**config.mk**
```make
export PLATFORM = sky130hd
export DESIGN_NAME = spart_mmio_fifo_bridge_flat
export DESIGN_NICKNAME = d
export VERILOG_FILES = /design/src/rtl/spart_mmio_fifo_bridge_if.sv /design/src/rtl/spart_mmio_fifo_bridge.sv /design/src/flat_wrapper.sv
export SDC_FILE = /design/constraint.sdc
export NUM_CORES = 1
export LEC_CHECK = 0
export BUFFER_PORTS_ARGS = -buffer_cell sky130_fd_sc_hd__buf_2
export CAP_MARGIN = 30
export CORE_MARGIN = 1
export CORE_UTILIZATION = 66
export CTS_BUF_LIST = sky130_fd_sc_hd__clkbuf_4 sky130_fd_sc_hd__clkbuf_8
export DETAILED_ROUTE_END_ITERATION = 8
export PLACE_DENSITY = 0.87
export SLEW_MARGIN = 20
export SYNTH_ARGS = -nofsm -noshare
export SYNTH_HDL_FRONTEND = slang
export SYNTH_SLANG_ARGS = --single-unit
```
**constraint.sdc**
```tcl
create_clock -name clk -period 6.8 [get_ports clk]
set_input_delay 0.68 -clock clk [delete_from_list [all_inputs] [get_ports clk]]
set_output_delay 0.68 -clock clk [all_outputs]
set_load 0.05 [all_outputs]
```
**src/rtl/spart_mmio_fifo_bridge_if.sv**
```systemverilog
// CPU-side memory-mapped I/O port of the SPART bridge.
// The CPU drives a request and holds it until the bridge returns a one-cycle ready pulse.
interface spart_mmio_fifo_bridge_if #(
   parameter int ADDR_W = 28
);
   logic              io_valid_data;
   logic              io_rw_data;
   logic [ADDR_W-1:0] mem_addr;
   logic [31:0]       io_wr_data;
   logic [31:0]       io_rd_data;
   logic              io_ready_data;

   // CPU side: issues requests, receives completion and read data
   modport master (
      output io_valid_data, io_rw_data, mem_addr, io_wr_data,
      input  io_rd_data, io_ready_data
   );

   // Bridge side: accepts requests, returns completion and read data
   modport slave (
      input  io_valid_data, io_rw_data, mem_addr, io_wr_data,
      output io_rd_data, io_ready_data
   );
endinterface

```
**src/rtl/spart_mmio_fifo_bridge.sv**
```systemverilog
// Memory-mapped bridge between the CPU I/O port and a byte-level SPART core.
// Four registers: DATA (FIFO access), STATUS, CTRL (irq enables, clear/flush strobes), BAUD.
// TX and RX bytes are buffered in power-of-two FIFOs; the TX head is presented show-ahead.
module spart_mmio_fifo_bridge #(
   parameter int              ADDR_W    = 28,
   parameter logic [ADDR_W-1:0] BASE_ADDR = 28'h800_0000,
   parameter int              TX_DEPTH  = 16,
   parameter int              RX_DEPTH  = 16,
   parameter logic [15:0]     DIV_RESET = 16'd325
) (
   input  logic                     clk,
   input  logic                     rst,
   spart_mmio_fifo_bridge_if.slave  bus,
   output logic [7:0]               tx_data,
   output logic                     tx_valid,
   input  logic                     tx_ready,
   input  logic [7:0]               rx_data,
   input  logic                     rx_valid,
   output logic [15:0]              baud_div,
   output logic                     irq
);
   localparam int TX_AW = $clog2(TX_DEPTH);
   localparam int RX_AW = $clog2(RX_DEPTH);
   localparam int TX_CW = TX_AW + 1;
   localparam int RX_CW = RX_AW + 1;

   typedef enum logic [1:0] {IDLE, EXEC, RESP} state_t;

   state_t            state_reg;
   logic [ADDR_W-1:0] addr_reg;
   logic              rw_reg;
   logic [15:0]       wdata_reg;
   logic [31:0]       rd_data_reg;
   logic              ready_reg;
   logic [2:0]        en_reg;
   logic [15:0]       baud_reg;
   logic              overrun_reg;
   logic              irq_reg;

   logic [7:0]       tx_mem [TX_DEPTH];
   logic [TX_AW-1:0] tx_wr_ptr_reg, tx_rd_ptr_reg;
   logic [TX_CW-1:0] tx_count_reg;
   logic [7:0]       rx_mem [RX_DEPTH];
   logic [RX_AW-1:0] rx_wr_ptr_reg, rx_rd_ptr_reg;
   logic [RX_CW-1:0] rx_count_reg;

   // Address decode on the latched request; subtraction wraps so addresses below BASE miss too
   logic [ADDR_W-1:0] offs;
   logic in_range, in_exec;
   logic wr_data_acc, rd_data_acc, wr_ctrl_acc, wr_baud_acc;
   assign offs        = addr_reg - BASE_ADDR;
   assign in_range    = (offs < ADDR_W'(4));
   assign in_exec     = (state_reg == EXEC);
   assign wr_data_acc = in_exec & in_range & rw_reg  & (offs[1:0] == 2'd0);
   assign rd_data_acc = in_exec & in_range & !rw_reg & (offs[1:0] == 2'd0);
   assign wr_ctrl_acc = in_exec & in_range & rw_reg  & (offs[1:0] == 2'd2);
   assign wr_baud_acc = in_exec & in_range & rw_reg  & (offs[1:0] == 2'd3);

   // FIFO status and per-cycle push/pop/flush strobes
   logic tx_full, tx_empty, rx_full, rx_nonempty;
   logic tx_push, tx_pop, tx_flush, rx_push, rx_pop, rx_flush;
   logic exec_stall, overrun_set, overrun_clr;
   assign tx_full     = (tx_count_reg == TX_CW'(TX_DEPTH));
   assign tx_empty    = (tx_count_reg == '0);
   assign rx_full     = (rx_count_reg == RX_CW'(RX_DEPTH));
   assign rx_nonempty = (rx_count_reg != '0);
   assign tx_pop      = tx_valid & tx_ready;
   // A slot freed by the SPART in the same cycle is usable by a blocked write
   assign tx_push     = wr_data_acc & (!tx_full | tx_pop);
   assign exec_stall  = wr_data_acc & tx_full & !tx_pop;
   assign tx_flush    = wr_ctrl_acc & wdata_reg[10];
   assign rx_flush    = wr_ctrl_acc & wdata_reg[9];
   assign rx_pop      = rd_data_acc & rx_nonempty;
   assign rx_push     = rx_valid & !rx_flush & (!rx_full | rx_pop);
   assign overrun_set = rx_valid & !rx_flush & rx_full & !rx_pop;
   assign overrun_clr = wr_ctrl_acc & wdata_reg[8];

   logic [7:0]  tx_count8, rx_count8;
   logic [31:0] status_word, rd_value;
   assign tx_count8   = 8'(tx_count_reg);
   assign rx_count8   = 8'(rx_count_reg);
   assign status_word = {8'd0, tx_count8, rx_count8, 4'd0,
                         tx_empty, overrun_reg, !tx_full, rx_nonempty};

   // Read value for the access in EXEC; misses and writes return zero
   always_comb begin
      rd_value = '0;
      if (!rw_reg && in_range) begin
         case (offs[1:0])
            2'd0:    rd_value = rx_nonempty ? {24'd0, rx_mem[rx_rd_ptr_reg]} : 32'h0000_0100;
            2'd1:    rd_value = status_word;
            2'd2:    rd_value = {29'd0, en_reg};
            default: rd_value = {16'd0, baud_reg};
         endcase
      end
   end

   // Request FSM: latch in IDLE, perform in EXEC (stalling on a full TX), pulse ready in RESP
   always_ff @(posedge clk) begin
      if (rst) begin
         state_reg   <= IDLE;
         addr_reg    <= '0;
         rw_reg      <= 1'b0;
         wdata_reg   <= '0;
         rd_data_reg <= '0;
         ready_reg   <= 1'b0;
         en_reg      <= '0;
         baud_reg    <= DIV_RESET;
      end else begin
         case (state_reg)
            IDLE: begin
               ready_reg <= 1'b0;
               if (bus.io_valid_data) begin
                  addr_reg  <= bus.mem_addr;
                  rw_reg    <= bus.io_rw_data;
                  wdata_reg <= bus.io_wr_data[15:0];
                  state_reg <= EXEC;
               end
            end
            EXEC: begin
               if (!exec_stall) begin
                  rd_data_reg <= rd_value;
                  ready_reg   <= 1'b1;
                  state_reg   <= RESP;
                  if (wr_ctrl_acc) en_reg   <= wdata_reg[2:0];
                  if (wr_baud_acc) baud_reg <= wdata_reg;
               end
            end
            RESP: begin
               ready_reg <= 1'b0;
               state_reg <= IDLE;
            end
            default: state_reg <= IDLE;
         endcase
      end
   end

   // TX FIFO pointers and occupancy; flush returns it to empty
   always_ff @(posedge clk) begin
      if (rst || tx_flush) begin
         tx_wr_ptr_reg <= '0;
         tx_rd_ptr_reg <= '0;
         tx_count_reg  <= '0;
      end else begin
         if (tx_push) tx_wr_ptr_reg <= tx_wr_ptr_reg + 1'b1;
         if (tx_pop)  tx_rd_ptr_reg <= tx_rd_ptr_reg + 1'b1;
         if (tx_push && !tx_pop)      tx_count_reg <= tx_count_reg + 1'b1;
         else if (!tx_push && tx_pop) tx_count_reg <= tx_count_reg - 1'b1;
      end
   end

   // TX storage write
   always_ff @(posedge clk) begin
      if (tx_push) tx_mem[tx_wr_ptr_reg] <= wdata_reg[7:0];
   end

   // RX FIFO pointers, occupancy and sticky overrun; flush wins over a same-cycle push
   always_ff @(posedge clk) begin
      if (rst) begin
         rx_wr_ptr_reg <= '0;
         rx_rd_ptr_reg <= '0;
         rx_count_reg  <= '0;
         overrun_reg   <= 1'b0;
      end else begin
         overrun_reg <= (overrun_reg & !overrun_clr) | overrun_set;
         if (rx_flush) begin
            rx_wr_ptr_reg <= '0;
            rx_rd_ptr_reg <= '0;
            rx_count_reg  <= '0;
         end else begin
            if (rx_push) rx_wr_ptr_reg <= rx_wr_ptr_reg + 1'b1;
            if (rx_pop)  rx_rd_ptr_reg <= rx_rd_ptr_reg + 1'b1;
            if (rx_push && !rx_pop)      rx_count_reg <= rx_count_reg + 1'b1;
            else if (!rx_push && rx_pop) rx_count_reg <= rx_count_reg - 1'b1;
         end
      end
   end

   // RX storage write
   always_ff @(posedge clk) begin
      if (rx_push) rx_mem[rx_wr_ptr_reg] <= rx_data;
   end

   // Interrupt registered one cycle behind its enabled sources
   always_ff @(posedge clk) begin
      if (rst) irq_reg <= 1'b0;
      else     irq_reg <= (en_reg[0] & rx_nonempty) | (en_reg[1] & tx_empty) | (en_reg[2] & overrun_reg);
   end

   assign bus.io_rd_data    = rd_data_reg;
   assign bus.io_ready_data = ready_reg;
   assign tx_valid          = !tx_empty;
   assign tx_data           = tx_mem[tx_rd_ptr_reg];
   assign baud_div          = baud_reg;
   assign irq               = irq_reg;
endmodule
```
**src/flat_wrapper.sv**
```systemverilog
// flat-port wrapper written by rule: the top's interface ports become plain ports
module spart_mmio_fifo_bridge_flat 
#(
   parameter int              ADDR_W    = 28,
   parameter logic [ADDR_W-1:0] BASE_ADDR = 28'h800_0000,
   parameter int              TX_DEPTH  = 16,
   parameter int              RX_DEPTH  = 16,
   parameter logic [15:0]     DIV_RESET = 16'd325
)
  (clk, rst, tx_data, tx_valid, tx_ready, rx_data, rx_valid, baud_div, irq, bus_io_valid_data, bus_io_rw_data, bus_mem_addr, bus_io_wr_data, bus_io_rd_data, bus_io_ready_data);
  spart_mmio_fifo_bridge_if #(.ADDR_W(ADDR_W)) bus_i ();
  input  logic clk;
  input  logic rst;
  output logic [7:0] tx_data;
  output logic tx_valid;
  input  logic tx_ready;
  input  logic [7:0] rx_data;
  input  logic rx_valid;
  output logic [15:0] baud_div;
  output logic irq;
  input wire logic [$bits(bus_i.io_valid_data)-1:0] bus_io_valid_data;
  input wire logic [$bits(bus_i.io_rw_data)-1:0] bus_io_rw_data;
  input wire logic [$bits(bus_i.mem_addr)-1:0] bus_mem_addr;
  input wire logic [$bits(bus_i.io_wr_data)-1:0] bus_io_wr_data;
  output wire logic [$bits(bus_i.io_rd_data)-1:0] bus_io_rd_data;
  output wire logic [$bits(bus_i.io_ready_data)-1:0] bus_io_ready_data;
  assign bus_i.io_valid_data = bus_io_valid_data;
  assign bus_i.io_rw_data = bus_io_rw_data;
  assign bus_i.mem_addr = bus_mem_addr;
  assign bus_i.io_wr_data = bus_io_wr_data;
  assign bus_io_rd_data = bus_i.io_rd_data;
  assign bus_io_ready_data = bus_i.io_ready_data;
  spart_mmio_fifo_bridge #(.ADDR_W(ADDR_W), .BASE_ADDR(BASE_ADDR), .TX_DEPTH(TX_DEPTH), .RX_DEPTH(RX_DEPTH), .DIV_RESET(DIV_RESET)) u_core (.clk(clk), .rst(rst), .bus(bus_i), .tx_data(tx_data), .tx_valid(tx_valid), .tx_ready(tx_ready), .rx_data(rx_data), .rx_valid(rx_valid), .baud_div(baud_div), .irq(irq));
endmodule
```
# Word-level counts from Yosys, hierarchy flattened
# Memory sizes are Yosys's and may differ from the RTL's. A register that Yosys moved wholly into a read port is not among the register bits.
# Cells that the tools add are included.
# totals
register_bits,127
wordCells,117
output_inout_bits,59
inputBits,74
ramBits,256
n_memories,2
# op_classes
n_reduce_logical,31
n_lt_le_gt_ge,1
n_mux,20
n_bitwise,29
eq_ne,9
addsub,9
# memory_table
memory,words,width,rd,rd_clocked_by_memory_dff,write_ports,line,source
u_core.rx_mem,16,8,1,1,1,spart_mmio_fifo_bridge.sv:43,logic [7:0] rx_mem [RX_DEPTH];
u_core.tx_mem,16,8,1,1,1,spart_mmio_fifo_bridge.sv:40,logic [7:0] tx_mem [TX_DEPTH];
# ops
operator,count
$pmux 32 s3,1
$mux 32,1
$lt 28x3->1 const B,1
$sub 28x28->28 const B,1
$and 1x1->1,23
$mux 5,4
$add 4x1->4 const B,4
$mux 4,4
$add 5x1->5 const B,2
$eq 5x5->1 const B,2
$logic_not 1->1,10
$sub 5x1->5 const B,2
$mux 9,1
$reduce_and 2->1,4
$eq 2x2->1 const B,3
$reduce_and 3->1,2
$reduce_bool 2->1,3
$logic_and 1x1->1,5
$logic_not 5->1,1
$mux 1,5
$or 1x1->1,5
$reduce_bool 5->1,1
$eq 2x1->1 const B,2
$logic_not 2->1,2
7 further kinds,10

# Longest topological paths before layout
# logic_depth
word_depth,13
ltp_mapped,15
depth_no_buf,14

# Least setup slack after synthesis
# OpenSTA, ideal clock, no wires.
# synth_path
path_kind,flip-flop to flip-flop
from,reg u_core.addr_reg[13]
to,reg u_core.rx_count_reg[4]
required_time_ps,6683
period_less_slack_ps,3289
path_stages_with_launch,15
arrival_time_ps,3172
path_slack_ps,3511
setup_time_ps,117
path_buffers,0
cell_sequence,dfxtp_1 nor4b_4 nand4_4 nor4b_4 a211o_1 inv_1 ha_1 inv_1 ha_1 nor2b_1 o21a_1 or3_1 a21oi_1 xnor2_1 nor2_1
# synth_via
elab_chain_len,12
elab_cells_between_ends,20
classes_between,1 x add/sub; 1 x order compare; 1 x mux; 10 x bitwise; 7 x reduce/logical
# synth_lines
item,line,source
"start, declared",spart_mmio_fifo_bridge.sv:30,logic [ADDR_W-1:0] addr_reg;
"start signal, assigned",spart_mmio_fifo_bridge.sv:114,addr_reg <= bus.mem_addr;
$sub 28x28->28 (*),spart_mmio_fifo_bridge.sv:51,assign offs = addr_reg - BASE_ADDR;
$lt 28x3->1 (*),spart_mmio_fifo_bridge.sv:52,assign in_range = (offs < ADDR_W'(4));
$and 1x1->1 (*),"spart_mmio_fifo_bridge.sv:55, spart_mmio_fifo_bridge.sv:56",
$and 1x1->1 (2 in a row),spart_mmio_fifo_bridge.sv:56,assign wr_ctrl_acc = in_exec & in_range & rw_reg & (offs[1:0] == 2'd2);
$and 1x1->1,spart_mmio_fifo_bridge.sv:72,assign rx_flush = wr_ctrl_acc & wdata_reg[9];
$logic_not 1->1,spart_mmio_fifo_bridge.sv:74,assign rx_push = rx_valid & !rx_flush & (!rx_full | rx_pop);
$and 1x1->1,spart_mmio_fifo_bridge.sv:74,
$and 1x1->1 (*),spart_mmio_fifo_bridge.sv:74,
net u_core.rx_push,spart_mmio_fifo_bridge.sv:61,"logic tx_push, tx_pop, tx_flush, rx_push, rx_pop, rx_flush;"
$logic_not 1->1,spart_mmio_fifo_bridge.sv:174,else if (!rx_push && rx_pop) rx_count_reg <= rx_count_reg - 1'b1;
$logic_and 1x1->1,spart_mmio_fifo_bridge.sv:174,
$reduce_bool 2->1 (no source line),--,
"end signal, assigned",spart_mmio_fifo_bridge.sv:173,if (rx_push && !rx_pop) rx_count_reg <= rx_count_reg + 1'b1;
"end signal, assigned",spart_mmio_fifo_bridge.sv:174,
"end, declared",spart_mmio_fifo_bridge.sv:45,logic [RX_CW-1:0] rx_count_reg;
# The timed path passes the listed nets; every way through them passes the cells marked *.
# A chain may end at the register's enable or synchronous reset.

# Worst setup path in the final report
# layout_path
from,reg u_core.addr_reg[6]
to,reg u_core.rx_count_reg[4]
# Same word-level chain as after synthesis.

==> flow_summary.yaml <==
power_and_ir_drop:
  ir_worst_vdd_uv: 300
  power.density_mw_per_mm2: 312
  leakage_uw: 0.00594
  power_uw: 5320
die:
  die_x_um: 153
  rows: 54
  initial_utilization_pct: 68.0
  die_y_um: 153
  die-area_sq_mm: 0.0234
  coreArea_sq_mm: 0.0221
  pin_count: 133
detailed_routing:
  vias: 8935
  vias_per_cell: 6.14
  dr.pass1.iters: 5
  wl_per_cell_um: 22.5
  first_iter_violations: 793
  totalWireLength_mm: 32.8
  final_antenna_net_count: 0
  drc: 0
critical_path:
  cp.depth: 14
  crit_chain: "nor4_2 -> nand3_2 -> nor4b_4 -> a211o_1 -> inv_1 -> ha_1 -> inv_1 -> ha_1 -> nor2b_1 -> o21a_1 -> or3_1 -> a21oi_1 -> xnor2_1 -> nor2_1"
  cp.arrival_ns: 4.73
  timing.rr.end: "u_core.rx_count_reg[4]"
  cp_num_buf_inv: 2
  cp-end-kind: "register"
  crit_slowest_cell: "nor4b_4"
  critical_path.max_stage_delay_ns: 0.61
  start_kind: "register"
  path_class: "reg2reg"
  r2r_slack_ns: 2.54
  critPathRequiredTime_ns: 7.26
  r2r_cells: 14
  regToRegStartpoint: "u_core.addr_reg[6]"
  cp_max_fo: 16
  crit_family: "simple AND/OR/NAND/NOR gates"
cts:
  cts_max_level: 2
  clk_pin_slew_ns: 0.06
  clkLatencyLatePin_ns: 0.61
  cts_resized: 0
  clockBufferDepth: 3
  hold_buffers: 0
  post_cts_buffers: 0
  cts_made_buffers: 56
  cts-root-buf: "clkbuf_8"
  cts_tree: "built"
  cts.sinks: 380
synthesis:
  ys.flop_type: "edfxtp_1"
  avgSynthCellArea_sq_um: 15.0
  synthCells: 999
  async_reset_ff_share_pct: 0
  synth_top_area_share_pct: 51.1
  ys_seq_elements: 380
  yosysSeqAreaShare_pct: 67.7
  synth_edf_count: 256
  yosysWarningCount: 0
  ys_types: 57
  syn_area_sq_mm: 0.0150
  yosysTopAreaCell: "edfxtp_1"
  netlist_top_cells_area: "edfxtp_1, dfxtp_1, mux4_2"
sta:
  tightest_slew_ns: 0.960
  drv_slew: 0
  layout_setup_ws_ns: 2.54
  timing.final.crit_share_pct: 62.7
  fmax_mhz: 235
  fin_tns_setup_ns: 0
  period_minus_slack_ns: 4.26
  grt_setup_unrepaired: "false"
  final-setup-viol-count: 0
  skew_ns: 0.0451
  timing.hold.ws_ns: 0.322
  slew_headroom_pct: 35.7
  hold_violations: 0
global_route:
  antenna_found_initial: 1
  grt_pass1_vias: 8879
  grt.total_usage_pct: 28.6
  overflow: 0
  grt_start_max_net_pins: 69
  grt_pass1_wl_mm: 49.8
cells_and_area:
  register_area_sq_mm: 0.0102
  final_cells: 1456
  n_fill_cell: 1263
  mostFrequentLayoutCell: "edfxtp_1"
  nets: 1224
  areaGrowthSynthToFinish_pct: 13.3
  diodes: 0
  layout-drive-gt1-share_pct: 27.1
  multiInputGateArea_sq_mm: 0.00459
  mostFrequentLayoutCells: "edfxtp_1, nand2_1, dfxtp_1, buf_2, mux4_2"
place:
  post-place-ws_ns: 2.57
  dpl.hpwl_mm: 21.1
  portBuffers: 105
  placed_cells: 1344
  gp_congestion: 0.817
worst_hold_path:
  min_to: "u_core.addr_reg[11]"
  hold_path.startpoint: "bus_mem_addr[11]"
  hold_path_class: "in2reg"
  holdPathStages: 3
flow_run:
  cap_violations: 0
status:
  outcome: "finished, final reports clean"
## per-stage QoR
| stage | utilization (%) | cell area [sq um] |
|---|---|---|
| 4_1_cts | 76.7 | 17000 |
| 2_1_floorplan | - | 15100 |
| 5_1_grt | 77.1 | 17000 |
| 3_3_place_gp | 71.3 | 15800 |
| 3_5_place_dp | 71.4 | 15800 |
| 6_report | 77.1 | 17000 |
## worst register-to-register path: cells and delay by family, from the launching register on
| kind | cells | cell delay (ns) |
|---|---|---|
| flip-flops | 1 | 0.32 |
| AO/OA/AOI/OAI | 3 | 0.91 |
| AND/OR/NAND/NOR | 6 | 1.88 |
| XOR/XNOR | 1 | 0.14 |
| adder cells (fa/ha/maj) | 2 | 0.56 |
| buffers and inverters | 2 | 0.35 |
## logic make-up (layout without fill, tap and decap cells)
logic type                 count (synthesis)  after routing  synth area share, %
AOI/OAI and AO/OA                        111            111                 4.50
DFF                                      380            380                 67.7
and+or+nand+nor                          284            284                 9.09
buffers and inverters                     76            243                 2.28
muxes                                    109            109                 13.6
xor gates and xnor gates                  17             17                0.991
other                                      1             11               0.0250
adders and majority gates                 21             21                 1.85
## synthesized netlist by cell type, types with 6 or more instances
library cell,n
nand4_1,6
edfxtp_1,256
nor2b_1,7
nand2b_1,6
xnor2_1,6
xor2_1,11
and2_1,6
a22o_1,9
buf_2,10
dfxtp_1,124
o21ai_0,11
buf_1,8
ha_1,19
clkbuf_1,31
mux4_2,76
nor2_1,74
nor3_1,10
a21oi_1,66
buf_4,12
inv_1,14
or3_1,7
mux2i_1,31
nand2_1,128
and3_1,6
nand3_1,14
## report_power, final
group	leakage (uW)	switching (uW)	internal, uW
sequential	0.00329	98.7	2540
clock	0.000628	849	1050
combinational	0.00202	459	326
## cell type report
type / count / area share (%)
Multi-Input combinational cell: 553 / 26.9
Clock buffer: 76 / 5.48
Clock inverter: 29 / 1.40
Sequential cell: 380 / 59.7
Inverter: 15 / 0.331
Timing Repair Buffer: 123 / 4.06
Tap cell: 280 / 2.06
## worst max-delay path by stage
stage / endpoint / start
after floorplan: u_core.rx_count_reg[4] / u_core.addr_reg[13]
after global placement: u_core.rx_count_reg[4] / u_core.addr_reg[6]
after detailed placement: u_core.rx_count_reg[4] / u_core.addr_reg[6]
after CTS: u_core.rx_count_reg[4] / u_core.addr_reg[6]
after global routing: u_core.rx_count_reg[4] / u_core.addr_reg[6]
final: u_core.rx_count_reg[4] / u_core.addr_reg[6]
## per-layer routing
layer	GRT usage, %	vias up	routed length, um
li1	-	4003	-
met1	37.2	4407	12400
met2	48.3	440	16800
met3	5.19	83	2510
met4	11.4	2	1080
met5	0	-	13
Note: power is estimated with default switching activity, not from simulation.
